==> src/rtl/median_window_feeder.sv <==
// 3-deep sliding window feeder for the median finder; latency 1 (registered window).
// in_ready drops while the output register is stalled or a padding window is pending.
// Optional edge padding via MEDIAN_EDGE_PAD_EN.
module median_window_feeder #(
  parameter int DATA_W = 4
) (
  input  logic              clk,
  input  logic              rst,
  input  logic              in_valid,
  output logic              in_ready,
  input  logic [DATA_W-1:0] in_data,
  input  logic              in_last,
  output logic              out_valid,
  input  logic              out_ready,
  output logic [DATA_W-1:0] num1,
  output logic [DATA_W-1:0] num2,
  output logic [DATA_W-1:0] num3,
  output logic              out_last,
  output logic              short_err
);

  typedef enum logic [1:0] {IDLE, HAVE1, STREAM, FLUSH} state_t;

  state_t            state, state_nxt;
  logic [DATA_W-1:0] h_old, h_new, h_old_nxt, h_new_nxt;
  logic [DATA_W-1:0] w1, w2, w3;
  logic              w_last, w_load, short_nxt;
  logic              room, acc;

  // One-entry output register: a new window may load whenever the current one leaves.
  assign room     = !out_valid || out_ready;
  assign in_ready = (state != FLUSH) && room;
  assign acc      = in_valid && in_ready;

  always_comb begin
    state_nxt = state;
    h_old_nxt = h_old;
    h_new_nxt = h_new;
    w1        = h_old;
    w2        = h_new;
    w3        = in_data;
    w_last    = 1'b0;
    w_load    = 1'b0;
    short_nxt = 1'b0;
    case (state)
      IDLE: if (acc) begin
        h_new_nxt = in_data;
        if (in_last) begin
`ifdef MEDIAN_EDGE_PAD_EN
          w1     = in_data;
          w2     = in_data;
          w_load = 1'b1;
          w_last = 1'b1;
`else
          short_nxt = 1'b1;
`endif
        end else begin
          state_nxt = HAVE1;
        end
      end
      HAVE1: if (acc) begin
        h_old_nxt = h_new;
        h_new_nxt = in_data;
`ifdef MEDIAN_EDGE_PAD_EN
        // Leading edge replicates s0 into the oldest slot.
        w1        = h_new;
        w2        = h_new;
        w_load    = 1'b1;
        state_nxt = in_last ? FLUSH : STREAM;
`else
        if (in_last) begin
          short_nxt = 1'b1;
          state_nxt = IDLE;
        end else begin
          state_nxt = STREAM;
        end
`endif
      end
      STREAM: if (acc) begin
        h_old_nxt = h_new;
        h_new_nxt = in_data;
        w_load    = 1'b1;
        if (in_last) begin
`ifdef MEDIAN_EDGE_PAD_EN
          state_nxt = FLUSH;
`else
          w_last    = 1'b1;
          state_nxt = IDLE;
`endif
        end
      end
      FLUSH: begin
        // Trailing edge replicates the final sample into the newest slot.
        w1     = h_old;
        w2     = h_new;
        w3     = h_new;
        w_last = 1'b1;
        if (room) begin
          w_load    = 1'b1;
          state_nxt = IDLE;
        end
      end
      default: state_nxt = IDLE;
    endcase
  end

  always_ff @(posedge clk or posedge rst) begin
    if (rst) begin
      state     <= IDLE;
      h_old     <= '0;
      h_new     <= '0;
      out_valid <= 1'b0;
      num1      <= '0;
      num2      <= '0;
      num3      <= '0;
      out_last  <= 1'b0;
      short_err <= 1'b0;
    end else begin
      state     <= state_nxt;
      h_old     <= h_old_nxt;
      h_new     <= h_new_nxt;
      short_err <= short_nxt;
      if (w_load) begin
        out_valid <= 1'b1;
        num1      <= w1;
        num2      <= w2;
        num3      <= w3;
        out_last  <= w_last;
      end else if (out_ready) begin
        out_valid <= 1'b0;
      end
    end
  end

endmodule
==> config.mk <==
export PLATFORM = sky130hd
export DESIGN_NAME = median_window_feeder
export DESIGN_NICKNAME = d
export VERILOG_FILES = /design/src/rtl/median_window_feeder.sv
export SDC_FILE = /design/constraint.sdc
export NUM_CORES = 1
export LEC_CHECK = 0
export ABC_AREA = 1
export BUFFER_PORTS_ARGS = -buffer_cell sky130_fd_sc_hd__buf_2
export CAP_MARGIN = 20
export CORE_MARGIN = 10
export CORE_UTILIZATION = 45
export CTS_CLUSTER_SIZE = 16
export DETAILED_ROUTE_END_ITERATION = 10
export HOLD_SLACK_MARGIN = 0.12
export PLACE_DENSITY_LB_ADDON = 0.1
export SLEW_MARGIN = 10
export SYNTH_ARGS = -nofsm -noshare
export SYNTH_HDL_FRONTEND = slang
export SYNTH_SLANG_ARGS = --single-unit
==> constraint.sdc <==
create_clock -name clk -period 1.35 [get_ports clk]
set_input_delay 0.0675 -clock clk [delete_from_list [all_inputs] [get_ports clk]]
set_output_delay 0.0675 -clock clk [all_outputs]
set_load 0.03 [all_outputs]
==> impl_metrics.py <==
metrics = {
    "run_status": {
        "status": "finished, violations left",
        "violations": "negative setup slack",
    },
    "clock_network": {
        "clk_latency_ns": 0.32,
        "cts.sinks": 25,
        "cts_root_buffer": "clkbuf_4",
        "clockBufferDepth": 2,
        "cts_buffers": 3,
        "cts.clk_slew.worst_paths_ns": 0.14,
        "cts_tree": "built",
        "ctsHtreeMaxLevel": 1,
    },
    "critical_path": {
        "crit_required_ns": 1.58,
        "crit_path_frequent_cell": "nand2_4",
        "reg2reg_depth": 9,
        "crit_path_end_kind": "register",
        "crit_fanout": 6,
        "criticalPathCategory": "register to register",
        "arrival_ns": 1.64,
        "timing.rr.start": "state[0]",
        "slowest_stage": "dfrtp_1",
        "reg2reg_slack_ns": -0.06,
        "r2r-end": "num2[3]",
        "max_stage_delay_ns": 0.44,
        "critPathLaunchType": "register",
        "cp_cell_sequence": "buf_6 > inv_6 > ha_4 > nand2_4 > nand2_4 > nand2_8 > clkbuf_16 > nand2_2 > o21ai_1",
    },
    "hold_path": {
        "hp-class": "input port to asynchronous set/reset pin",
    },
    "power_and_ir_drop": {
        "power.leakage_nw": 0.842,
        "power.total_mw": 3.28,
        "ir_drop_mv": 1.45,
        "cellPowerDensity_nw_per_um2": 1950,
    },
    "timing": {
        "fmax_ghz": 0.707,
        "slew_violations": 0,
        "setup_violations": 16,
        "hold_viol": 0,
        "relSlewSlack": 0.789,
        "finClkSkew_ns": 0.00186,
        "rsz0062_at_grt": "true",
        "fin_crit_ns": 1.41,
        "min_period_over_period": 1.05,
        "worst_slew_pin_slew_ns": 0.317,
        "fin_ws_ns": -0.0649,
    },
    "synth": {
        "syn_nets": 136,
        "syn_area_per_cell_sq_um": 9.08,
        "seq_area_frac_synth": 0.560,
        "yosys_warnings": 0,
        "synth_cells": 123,
        "synthTopCellsByArea": "dfrtp_1 (56%), nand2_1 (15%), ha_1 (4.5%)",
        "syn_area_sq_um": 1120,
        "synth_top_cell_by_area": "dfrtp_1",
        "yosys.area.top_type_share": 0.560,
        "ys_types": 20,
        "synth_seq_cells": 25,
    },
    "place": {
        "hpwlAfterDp_microns": 1780,
        "place_area_sq_um": 1300,
        "io_buffer_count": 24,
        "numPlacedInstances": 179,
        "place.gp.congestion": 0.787,
    },
    "layout": {
        "stdcell_area_sq_um": 1690,
        "final_nets": 187,
        "final_cell_mix": "nand2_1 (31), dfrtp_1 (25), buf_2 (23), nand2_2 (14), buf_4 (9)",
        "mostFrequentLayoutCell": "nand2_1",
        "areaGrowthSynthToFinish_pct": 50.8,
        "fillCellCount": 154,
        "final_cell_count_no_fill": 202,
        "drive_gt1_frac": 0.480,
    },
    "routing": {
        "post_drt_wl_per_cell_microns": 14.3,
        "drt-initial-drc-count": 35,
        "vias_per_cell": 4.78,
        "drt-pass1-iter-count": 4,
        "finalWirelength_microns": 2880,
        "drc_errors": 0,
        "postRouteAntennaNets": 0,
        "num_vias": 966,
    },
    "floorplanning": {
        "io_pins": 25,
        "initial_utilization": 0.486,
        "die_area_sq_um": 4880,
        "coreArea_sq_um": 2300,
        "rows": 17,
        "fp.dieW_microns": 69.8,
        "die_h_microns": 69.8,
    },
    "global_route": {
        "grt_overflow_total": 0,
        "grt_usage": 0.100,
        "grt_pass1_wl_microns": 4180,
        "first_global_vias": 938,
        "grt_max_degree": 26,
        "antenna_found_initial": 0,
    },
    "run": {
        "cap_violations": 0,
    },
}
worst max-delay path by stage:
stage,from,endpoint,slack (ns),depth (start not counted)
floorplan,state[0],h_old[0],0.04,7
global placement,state[0],state[1],0.04,7
detailed placement,state[0],state[1],0.02,8
CTS,state[1],in_ready,-0.04,6
global route,state[0],state[1],-0.17,8
finish,state[0],num2[3],-0.06,9
metal layers:
metal	track usage	wire (microns)	vias up
met3	0.0399	186	8
li1	-	-	493
met2	0.162	1320	27
met4	0.0261	48	0
met5	0	0	-
met1	0.120	1320	438
worst max-delay path: cells and delay by family (launching register included):
kind                     cells  cell delay [ns]
flip-flops                   1             0.44
buffers and inverters        3             0.39
AND/OR/NAND/NOR              4             0.27
adder cells (fa/ha/maj)      1             0.15
AO/OA/AOI/OAI                1             0.05
state kept, by name, indices dropped and copies added, names as in the netlist:
register and cells:
h_old 4, short_err 1, num1 4, out_last 1, state 2, num3 4
num2 4, out_valid 1, h_new 4
cell usage after synthesis (all sizes together):
master	n
nor2	5
o21ai	12
ha	4
dfrtp	25
a21oi	2
nand3	4
nor3	1
buf	2
nand2	48
nand4	1
a31oi	5
clkinv	1
inv	13
cells by family after synthesis:
group / after synthesis / synth area share
flops: 25 / 0.560
compound gates: 19 / 0.102
fa+ha+maj: 4 / 0.0448
buf+inv: 16 / 0.0694
simple gates: 59 / 0.224
final cells by class:
class | count | area, sq um | area share
Sequential cell | 25 | 626 | 0.371
Multi-Input combinational cell | 82 | 552 | 0.327
Timing Repair Buffer | 47 | 359 | 0.213
Inverter | 14 | 75.1 | 0.0445
Tap cell | 28 | 35.0 | 0.0208
Clock buffer | 3 | 22.5 | 0.0134
Timing Repair inverter | 1 | 8.76 | 0.00520
Clock inverter | 1 | 5.00 | 0.00297
Antenna cell | 1 | 2.50 | 0.00148
where the power goes:
group | internal, mW | switching [mW]
Clock | 0.111 | 0.235
Sequential | 1.03 | 0.191
Combinational | 0.648 | 1.06
timing repair:
item | 4_1_cts | 5_1_grt
hold endpoints to repair | 37 | 0
setup buffers | 5 | 3
endpoints found under the setup margin | 3 | 22
gates cloned | 0 | 2
resized for setup | 12 | 38
pin swaps | 4 | 15
hold buffers | 8 | 0
stage by stage:
stage          setup TNS (ns)  hold slack [ns]  utilization  worst slack [ns]
2_1_floorplan               0           0.0948            -            0.0400
3_5_place_dp                0            0.134        0.568            0.0158
5_1_grt                 -2.45            0.330        0.733            -0.171
4_1_cts                -0.367            0.328        0.648           -0.0404
6_report               -0.643            0.308        0.734           -0.0649
3_3_place_gp                0            0.128        0.568            0.0431
Power figures use the tool's default switching activity.
